`config.mk`:
```
export PLATFORM = sky130hd
export DESIGN_NAME = imem_loader
export DESIGN_NICKNAME = d
export VERILOG_FILES = /design/src/rtl/imem_loader.sv
export SDC_FILE = /design/constraint.sdc
export NUM_CORES = 1
export LEC_CHECK = 0
export BUFFER_PORTS_ARGS = -buffer_cell sky130_fd_sc_hd__buf_2
export CAP_MARGIN = 5
export CORE_MARGIN = 10
export CORE_UTILIZATION = 50
export CTS_CLUSTER_DIAMETER = 80
export CTS_CLUSTER_SIZE = 12
export DETAILED_ROUTE_END_ITERATION = 16
export PLACE_DENSITY = 0.7
export SYNTH_ARGS = -nofsm -noshare
export SYNTH_HDL_FRONTEND = slang
export SYNTH_SLANG_ARGS = --single-unit
```
`constraint.sdc`:
```
create_clock -name clk -period 5.74 [get_ports clk]
set_clock_uncertainty 0.15 [all_clocks]
set_input_delay 1.148 -clock clk [delete_from_list [all_inputs] [get_ports clk]]
set_output_delay 1.148 -clock clk [all_outputs]
set_load 0.1 [all_outputs]
```
`src/rtl/imem_loader.sv`:
```
// imem_loader: byte-stream program loader for the single-cycle MIPS core.
// Receives a framed image (16-bit LE word count, then LE 32-bit words) over a
// valid/ready byte interface, writes each word to the instruction memory and
// holds the core's enable low until the image is complete.
// Optional feature: define IMEM_LOADER_CHECKSUM_EN to require a trailing XOR
// checksum byte before the core is released.
module imem_loader #(
    parameter int          ADDR_W    = 8,
    parameter int unsigned BASE_ADDR = 0
) (
    input  logic              clk,
    input  logic              rst_n,
    input  logic              load_req,
    input  logic [7:0]        rx_data,
    input  logic              rx_valid,
    output logic              rx_ready,
    output logic              mem_we,
    output logic [ADDR_W-1:0] mem_addr,
    output logic [31:0]       mem_wdata,
    output logic              cpu_enable,
    output logic              busy,
    output logic              err,
    output logic [15:0]       words_loaded
);

`ifdef IMEM_LOADER_CHECKSUM_EN
    typedef enum logic [2:0] {
        S_IDLE, S_HDR, S_LOAD, S_WRITE, S_CHK, S_DONE, S_ERR
    } state_t;
`else
    typedef enum logic [2:0] {
        S_IDLE, S_HDR, S_LOAD, S_WRITE, S_DONE, S_ERR
    } state_t;
`endif

    // Largest image that fits in the memory, widened so the compare never overflows.
    localparam logic [31:0] CAPACITY = 32'd1 << ADDR_W;

    state_t      state;
    logic [15:0] n_words;   // word count from the header
    logic [1:0]  bcnt;      // byte index within the header or the current word
    logic [23:0] word_lo;   // first three bytes of the word being assembled
    logic [15:0] n_full;    // header value once its second byte arrives
    logic        accept;
`ifdef IMEM_LOADER_CHECKSUM_EN
    logic [7:0]  csum;      // running XOR of every frame byte so far
    logic [7:0]  csum_next;
`endif

    // Handshake and header decode shared by several states.
    always_comb begin
        accept = rx_valid && rx_ready;
        n_full = {rx_data, n_words[7:0]};
`ifdef IMEM_LOADER_CHECKSUM_EN
        csum_next = csum ^ rx_data;
`endif
    end

    // Loader FSM; every output is registered and set on the transition into its state.
    always_ff @(posedge clk or negedge rst_n) begin
        if (!rst_n) begin
            state        <= S_IDLE;
            rx_ready     <= 1'b0;
            mem_we       <= 1'b0;
            mem_addr     <= '0;
            mem_wdata    <= '0;
            cpu_enable   <= 1'b0;
            busy         <= 1'b0;
            err          <= 1'b0;
            words_loaded <= '0;
            n_words      <= '0;
            bcnt         <= '0;
            word_lo      <= '0;
`ifdef IMEM_LOADER_CHECKSUM_EN
            csum         <= '0;
`endif
        end else begin
            mem_we <= 1'b0;
            case (state)
                S_IDLE, S_DONE, S_ERR: begin
                    if (load_req) begin
                        state        <= S_HDR;
                        rx_ready     <= 1'b1;
                        busy         <= 1'b1;
                        cpu_enable   <= 1'b0;
                        err          <= 1'b0;
                        words_loaded <= '0;
                        bcnt         <= '0;
`ifdef IMEM_LOADER_CHECKSUM_EN
                        csum         <= '0;
`endif
                    end
                end
                S_HDR: begin
                    if (accept) begin
`ifdef IMEM_LOADER_CHECKSUM_EN
                        csum <= csum_next;
`endif
                        if (bcnt == 2'd0) begin
                            n_words[7:0] <= rx_data;
                            bcnt         <= 2'd1;
                        end else begin
                            n_words <= n_full;
                            bcnt    <= 2'd0;
                            if (n_full == 16'd0) begin
`ifdef IMEM_LOADER_CHECKSUM_EN
                                state      <= S_CHK;
                                rx_ready   <= 1'b1;
`else
                                state      <= S_DONE;
                                rx_ready   <= 1'b0;
                                busy       <= 1'b0;
                                cpu_enable <= 1'b1;
`endif
                            end else if ({16'd0, n_full} > CAPACITY) begin
                                state    <= S_ERR;
                                rx_ready <= 1'b0;
                                busy     <= 1'b0;
                                err      <= 1'b1;
                            end else begin
                                state <= S_LOAD;
                            end
                        end
                    end
                end
                S_LOAD: begin
                    if (accept) begin
`ifdef IMEM_LOADER_CHECKSUM_EN
                        csum <= csum_next;
`endif
                        if (bcnt == 2'd3) begin
                            // Present the write during the single WRITE cycle.
                            state     <= S_WRITE;
                            rx_ready  <= 1'b0;
                            mem_we    <= 1'b1;
                            mem_addr  <= ADDR_W'(BASE_ADDR + 32'(words_loaded));
                            mem_wdata <= {rx_data, word_lo};
                            bcnt      <= 2'd0;
                        end else begin
                            word_lo <= {rx_data, word_lo[23:8]};
                            bcnt    <= bcnt + 2'd1;
                        end
                    end
                end
                S_WRITE: begin
                    words_loaded <= words_loaded + 16'd1;
                    if (words_loaded + 16'd1 == n_words) begin
`ifdef IMEM_LOADER_CHECKSUM_EN
                        state      <= S_CHK;
                        rx_ready   <= 1'b1;
`else
                        state      <= S_DONE;
                        busy       <= 1'b0;
                        cpu_enable <= 1'b1;
`endif
                    end else begin
                        state    <= S_LOAD;
                        rx_ready <= 1'b1;
                    end
                end
`ifdef IMEM_LOADER_CHECKSUM_EN
                S_CHK: begin
                    if (accept) begin
                        rx_ready <= 1'b0;
                        busy     <= 1'b0;
                        if (rx_data == csum) begin
                            state      <= S_DONE;
                            cpu_enable <= 1'b1;
                        end else begin
                            state <= S_ERR;
                            err   <= 1'b1;
                        end
                    end
                end
`endif
                default: begin
                    state    <= S_IDLE;
                    rx_ready <= 1'b0;
                    busy     <= 1'b0;
                end
            endcase
        end
    end

endmodule

```
==> results.md <==
- WP data required: 5860 ps
- XOR/XNOR Fraction of Synth Area: 0.0365
- Tot GR Track Use: 0.171
- Flop pwr share: 0.505
- Pin count of the biggest net entering global routing: 63
- PD cells: 316 mW/mm^2
- Crit path capture type: flop
- DP HPWL: 8.55 mm
- Yosys reg bits: 106
- Setup TNS: 0 ps
- Sequential-to-total area share from yosys stat: 0.526
- R2R Setup Slk: 2860 ps
- Post-Syn Area: 0.00504 mm^2
- Final WL: 12.1 mm
- DRT antenna net count: 0
- Die Area: 0.0145 mm^2
- Max-Cap Viols: 0
- # diodes: 0
- Largest family of logic cells by synthesized area: simple AND/OR/NAND/NOR gates
- Main synth FF type: dfrtp_1
- Vias in the first global route: 3974
- First-pass GRT wire length: 20.3 mm
- Tcrit/Tclk final: 0.502
- DR iter-0 viols: 217
- Tot Pwr: 1.79 mW
- Worst hold path type: reg -> reg
- Hold Buf Count CTS: 0
- Switching share of power: 0.342
- GRT overflow: 0
- Status: finished clean
- Number of synthesized flops with an enable pin: 0
- IO Pins: 73
- First-pass iteration count of the detailed router: 4
- Clk pwr share: 0.259
- Core area: 0.00977 mm^2
- Compound-cell area share of the yosys netlist: 0.0944
- Layout cells sized above 1: 0.248
- Vias per cell: 5.46
- Port bufs: 72
- Antenna violations before repair: 0
- RSZ-0062 raised after global routing: false
- Sink Count: 106
- Residual DRC: 0
- Die Y: 120 um
- Syn avg cell area: 10.0 um^2
- CP max FO: 9
- Syn Nets: 519
- Area share of fa/ha/maj cells after synthesis: 0.00745
- Clk root buf: clkbuf_8
- Syn Inst Count: 504
- Longest Clk Path Bufs: 2
- CTS tree: built
- Max Slew Vio Count: 0
- Peak Freq: 0.347 GHz
- CP Launch Type: flop
- Ys async rst share: 1.00
- IR drop worst, VDD: 156 uV
- Static leakage: 2.92 nW
- Mux share of post-synthesis cell area: 0.0936
- Post-synthesis simple-gate area fraction: 0.205
- Die width: 120 um
- Cts bufs inserted: 9
- Vias: 3831
- Switching pwr: 612 uW
- Worst Tran Pin Value: 988 ps
- H-tree depth: 3
- Buffers inserted by post-CTS timing repair: 0
- WL/cell: 17.2 um
- Reg clk slew, reported paths: 110 ps
- Yosys Warn Count: 0
- WP data arrival: 3000 ps
- Row count: 36
- Later-pin clock latency in the skew report: 380 ps
- Tmin final: 2880 ps
- Combinational fraction of design power: 0.236
- Placer congestion estimate: 0.888
- Headroom to the max-slew limit: 0.339
- Effective utilization at floorplan: 0.515
- Final setup viols: 0
- Synthesis-to-finish area growth: 12.4%
- Post-layout nets: 579
- Internal power: 1.18 mW
- Post-CTS Resized: 0
- Synth cell types: 55
- Critical path class: reg -> reg
- Hold Vio Cnt, Final: 0
==> layout make-up <==
class / instances / area, um^2
Fill cell: 868 / 4110
Sequential cell: 106 / 2650
Multi-Input combinational cell: 365 / 2210
Timing Repair Buffer: 76 / 413
Tap cell: 133 / 166
Clock buffer: 9 / 124
Clock inverter: 7 / 78.8
Inverter: 6 / 22.5
==> cell usage in the layout, fill, tap and decap left out, types with 7 or more instances in the layout <==
master    count
nand2_1     147
dfrtp_1     106
buf_2        71
mux2_2       40
nor2_1       27
o21ai_0      23
xnor2_1      17
a21oi_1      14
nand3_1      10
clkbuf_8      9
nor3_1        7
o31ai_1       7
==> final timing paths <==
check,depth (start not counted),start,end
worst max-delay path,8,words_loaded[0],rx_ready
worst min-delay path,2,word_lo[5],mem_wdata[5]
worst max register to register,8,words_loaded[0],rx_ready
worst min register to register,2,word_lo[5],mem_wdata[5]
max in group asynchronous,2,rst_n,words_loaded[3]
min in group asynchronous,1,rst_n,mem_wdata[28]
==> metal layers <==
metal | part of all wire | global-route usage | wire length [um]
met5 | 0 | 0 | 0
met2 | 0.49 | 0.274 | 5920
met3 | 0.053 | 0.0409 | 640
met1 | 0.44 | 0.223 | 5360
met4 | 0.012 | 0.0543 | 140
==> registers in the layout, summed over array words and instances (netlist names) <==
register,count
rx_ready,1
state,3
mem_addr,8
words_loaded,16
busy,1
n_words,16
word_lo,24
err,1
mem_we,1
cpu_enable,1
mem_wdata,32
bcnt,2
==> metrics by stage <==
step	cells	instance area (um^2)	setup slack, ps	utilization	hold slack (ps)
detailed placement	685	5430	2690	0.556	306
global placement	685	5430	2750	0.556	297
floorplan	504	5040	2520	-	285
finish	702	5660	2860	0.579	327
CTS	701	5640	2810	0.577	334
global route	702	5660	2630	0.579	359
==> synth_stat cells (all sizes together), types with 2 or more instances <==
cell type / number / area, um^2
a31oi: 3 / 18.8
nor2: 27 / 101
o21ai: 25 / 125
nor3: 7 / 35.0
o31ai: 7 / 52.6
xor2: 4 / 35.0
and3: 2 / 12.5
a22o: 4 / 35.0
o221ai: 2 / 17.5
xnor2: 17 / 149
a21oi: 14 / 70.1
mux2: 41 / 462
ha: 3 / 37.5
o22ai: 6 / 37.5
nand2: 147 / 552
nand2b: 5 / 31.3
a2bb2oi: 2 / 17.5
a21o: 2 / 15.0
and4: 2 / 17.5
clkbuf: 18 / 77.6
buf: 9 / 85.1
nor4: 7 / 73.8
o2bb2ai: 2 / 17.5
inv: 6 / 22.5
nand3: 12 / 77.6
nand4: 5 / 52.6
and2: 2 / 12.5
dfrtp: 106 / 2650
==> power by group through the flow <==
stage | registers, mW | clock network, mW | logic, mW
final | 0.904 | 0.465 | 0.422
after global routing | 0.917 | 0.506 | 0.468
after CTS | 0.903 | 0.474 | 0.425
after detailed placement | 0.918 | 0 | 0.423
after global placement | 0.913 | 0 | 0.411
after floorplan | 0.931 | 0 | 0.299
==> cell families (layout without fill, tap and decap cells) <==
family                   Yosys count  after routing
AO/OA/AOI/OAI                     75             75
XOR/XNOR                          21             21
adder cells (fa/ha/maj)            3              3
buffers and inverters             33             98
flip-flops                       106            106
multiplexers                      42             42
AND/OR/NAND/NOR                  224            224
==> worst max-delay path, stage by stage, from the launching register on <==
cell,delay [ps]
dfrtp_1,540
ha_1,320
and3_1,320
xnor2_1,160
mux2i_1,90
o22ai_1,190
nand4b_1,130
or4_4,600
o31a_1,260
Note: power is estimated with default switching activity, not from simulation.
